`src/rtl/control.sv`:
```
// Shift-and-add multiplier controller: sequences load, add and shift, then pulses done.
// Optional state output is enabled by defining CONTROL_STATE_PORT_EN.
module control (
  input  logic       clk,
  input  logic       rst,
  input  logic       st,
  input  logic       M,
  input  logic       K,
  output logic       idle,
  output logic       done,
  output logic       load,
  output logic       sh,
`ifdef CONTROL_STATE_PORT_EN
  output logic [1:0] state,
`endif
  output logic       ad
);

  localparam logic [1:0] S0 = 2'b00;
  localparam logic [1:0] S1 = 2'b01;
  localparam logic [1:0] S2 = 2'b10;
  localparam logic [1:0] S3 = 2'b11;

  logic [1:0] state_q;
  logic [1:0] state_d;

  always_comb begin
    state_d = state_q;
    case (state_q)
      S0: if (st) state_d = S1;
      S1: begin
        if (M)      state_d = S2;
        else if (K) state_d = S3;
      end
      S2: state_d = K ? S3 : S1;
      S3: state_d = S0;
      default: state_d = S0;
    endcase
  end

  always_ff @(posedge clk) begin
    if (rst) state_q <= S0;
    else     state_q <= state_d;
  end

  // Mealy outputs; reset overrides the current state so nothing fires while rst is held.
  always_comb begin
    idle = 1'b1;
    load = 1'b0;
    ad   = 1'b0;
    sh   = 1'b0;
    done = 1'b0;
    if (!rst) begin
      idle = (state_q == S0);
      load = (state_q == S0) & st;
      ad   = (state_q == S1) & M;
      sh   = ((state_q == S1) & ~M) | (state_q == S2);
      done = (state_q == S3);
    end
  end

`ifdef CONTROL_STATE_PORT_EN
  assign state = state_q;
`endif

endmodule

```
`config.mk`:
```
export PLATFORM = sky130hd
export DESIGN_NAME = control
export DESIGN_NICKNAME = d
export VERILOG_FILES = /design/src/rtl/control.sv
export SDC_FILE = /design/constraint.sdc
export NUM_CORES = 1
export LEC_CHECK = 0
export CAP_MARGIN = 5
export CORE_AREA = 2 2 39 41
export DETAILED_ROUTE_END_ITERATION = 7
export DIE_AREA = 0 0 41 43
export GPL_ROUTABILITY_DRIVEN = 0
export GPL_TIMING_DRIVEN = 0
export PLACE_DENSITY = 0.41
export RECOVER_POWER = 100
export SKIP_CTS_REPAIR_TIMING = 1
export SLEW_MARGIN = 20
export SYNTH_ARGS = -nofsm -noshare
export SYNTH_HDL_FRONTEND = slang
export SYNTH_SLANG_ARGS = --single-unit
```
`constraint.sdc`:
```
create_clock -name clk -period 1.4 [get_ports clk]
set_input_delay 0.21 -clock clk [delete_from_list [all_inputs] [get_ports clk]]
set_output_delay 0.21 -clock clk [all_outputs]
set_load 0.01 [all_outputs]
```
==> metrics <==
status complete, but fails checks; failing checks setup timing; I/O pin count 10; nets 36; Slowest cell on crit path or3b_4; area leader, netlist dfxtp_1; delay-heaviest family, CP simple AND/OR/NAND/NOR gates; RR Startpoint state_q[0]$_SDFFE_PP0P_; biggest regs state_q (2); core area 0.00138 sq mm; Worst Setup End Kind primary output; Antenna diodes 0; row count 14; final instance area 289 sq um; Slew @ Worst Pin 0.290 ns; worst path bufs/invs 1; Final Max Slew Viols 0; grt ovf 0; Most flops, register state_q; Bufs on Longest Clock Path 2; met3 global-route usage 3.66%; Cell Chain, Critical Path or3b_4 > a21oi_2 > buf_2; DRC 0; DR vias 166; die area 0.00176 sq mm; sequential fraction of the synthesis area 31.7%; largest family of logic cells by synthesized area simple AND/OR/NAND/NOR gates; post-DR wirelength/cell 9.62 microns; drt pass-1 iters 1; hold path start rst; Starting Density 9.13%; vias per cell 3.69; max-cap viol count 0; GR Util met1 5.43%; GR Util met2 5.31%; Ys Warns 0; CP max stage delay 0.39 ns; Worst Skew 0.00308 ns; crit path max fanout 8; Cells after Synth 17; Final Hold Fails 0; CP required 1.19 ns; Post-Synth Simple-Gate Area 36.6%; Worst Hold Depth 2; GRT Util Overall 5.61%; initial antenna violation count 0; worst vdd ir 0.185 mV; Critical R2R Capture state_q[0]$_SDFFE_PP0P_; compound-gate portion of the synthesized area 28.7%; antenna violation net count after detailed routing 0; Largest register FFs 2; largest net degree at the start of global routing 9; Syn Area/Cell 7.43 sq um; top post-synthesis cells by area dfxtp_1, o21bai_1, a21oi_1; Die Y-Extent 43 microns; Inst Count DP 42; Seq cells post-synth 2; Chip Width 41 microns; Lkg Pwr 0.000174 uW; Power Density 872 mW/mm^2; fmax 687 MHz; R2R depth 2; Setup Viol. Count Final 1; CTS root buffer clkbuf_4; share of layout cells above drive strength 1 31.0%; Hold Path End state_q[0]$_SDFFE_PP0P_; mapped cell area 126 sq um; post-synth top area share 31.7%; CTS tree yes; fin crit share 104%; multiplexer area fraction after synthesis 0%; Area growth syn-to-layout 129%; area share of fa/ha/maj cells after synthesis 0%; Netlist cell types 13; critical path class reg -> out; Iteration-0 DRC Markers 0; clock latency at the later pin of the worst-skew pair 0.23 ns; clock slew at reported path FFs 0.03 ns; xor-xnor portion of the synthesized cell area 0%; vias in the first global route 148; clock sinks 2; RSZ-0062 raised after global routing yes; Min-Delay Path Class in -> reg; first-pass GRT wire length 565 microns; Mapped Nets 22; slew margin rel. 80.6%; busiest metal layer after global routing met4; dpl hpwl 266 microns; IO buf count 9; worst path arrival time 1.25 ns; overall power 252 uW; Worst setup SP type flop; hold slack 0.337 ns; Non-Filler Instances 45; Post-DP Area 236 sq um; WL final 433 microns; number of buffers created by CTS 3; H-tree depth 1; minimum clock period 1.46 ns; internal reg-to-reg setup slack 0.44 ns; Final WS setup -0.0550 ns
==> cells in the mapped netlist <==
master,count
a21oi_1,2
dfxtp_1,2
inv_1,1
nand2_1,2
nand2b_1,1
nor2_1,1
nor2b_1,1
nor3_1,1
nor4b_1,1
o21ai_0,1
o21bai_1,2
o22ai_1,1
or3b_1,1
==> logic make-up after synthesis <==
family,count (synthesis)
AO/OA/AOI/OAI,6
AND/OR/NAND/NOR,8
buffers and inverters,1
flip-flops,2
==> cells in the final DEF, fill, tap and decap left out <==
| cell type | n |
|---|---|
| a21oi_1 | 1 |
| a21oi_2 | 1 |
| buf_2 | 1 |
| clkbuf_4 | 3 |
| clkdlybuf4s50_1 | 1 |
| dfxtp_4 | 2 |
| dlygate4sd3_1 | 1 |
| dlymetal6s2s_1 | 6 |
| inv_1 | 1 |
| nand2_1 | 2 |
| nand2b_1 | 1 |
| nor2_1 | 1 |
| nor2b_1 | 1 |
| nor3_1 | 1 |
| nor4b_2 | 1 |
| o21ai_0 | 1 |
| o21bai_1 | 2 |
| o22ai_1 | 1 |
| or3b_4 | 1 |
==> cell type report <==
| cell class | count | area [sq um] |
|---|---|---|
| Sequential cell | 2 | 47.5 |
| Fill cell | 157 | 1090 |
| Inverter | 1 | 3.75 |
| Timing Repair Buffer | 9 | 100 |
| Clock buffer | 3 | 22.5 |
| Tap cell | 16 | 20.0 |
| Multi-Input combinational cell | 14 | 95.1 |
==> metal layers <==
metal / share of wire, % / vias to the layer above
met2: 53 / 5
met4: 0 / 0
met1: 39 / 75
met3: 7.4 / 0
met5: 0 / -
li1: - / 86
==> through the flow <==
stage	setup TNS [ns]	util, %	setup slack [ns]
4_1_cts	-1.82	18.7	-0.563
6_report	-0.0550	20.9	-0.0550
2_1_floorplan	0	-	0.213
3_3_place_gp	-1.79	17.1	-0.533
3_5_place_dp	-1.78	17.1	-0.521
5_1_grt	-0.100	20.9	-0.100
==> where the power goes <==
| group | total [uW] | leakage [uW] | switching (uW) | internal, uW |
|---|---|---|---|---|
| logic | 51.2 | 0.000142 | 19.4 | 31.8 |
| registers | 71.3 | 0.0000178 | 9.48 | 61.8 |
| clock network | 130 | 0.0000138 | 34.9 | 94.8 |
| total | 252 | 0.000174 | 63.8 | 188 |
==> worst register-to-register path: cells and delay by family, from the launching register on <==
family          cells  cell delay [ns]
simple gates        1             0.39
flops               1             0.37
compound gates      1             0.12
==> how the worst max path moves through the flow <==
stage	startpoint	end	cells past startpoint
after global routing	state_q[0]$_SDFFE_PP0P_	sh	3
final	state_q[0]$_SDFFE_PP0P_	sh	3
after CTS	state_q[0]$_SDFFE_PP0P_	sh	3
after global placement	M	sh	4
after floorplan	state_q[0]$_SDFFE_PP0P_	sh	2
after detailed placement	M	sh	4
Note: power is estimated with default switching activity, not from simulation.
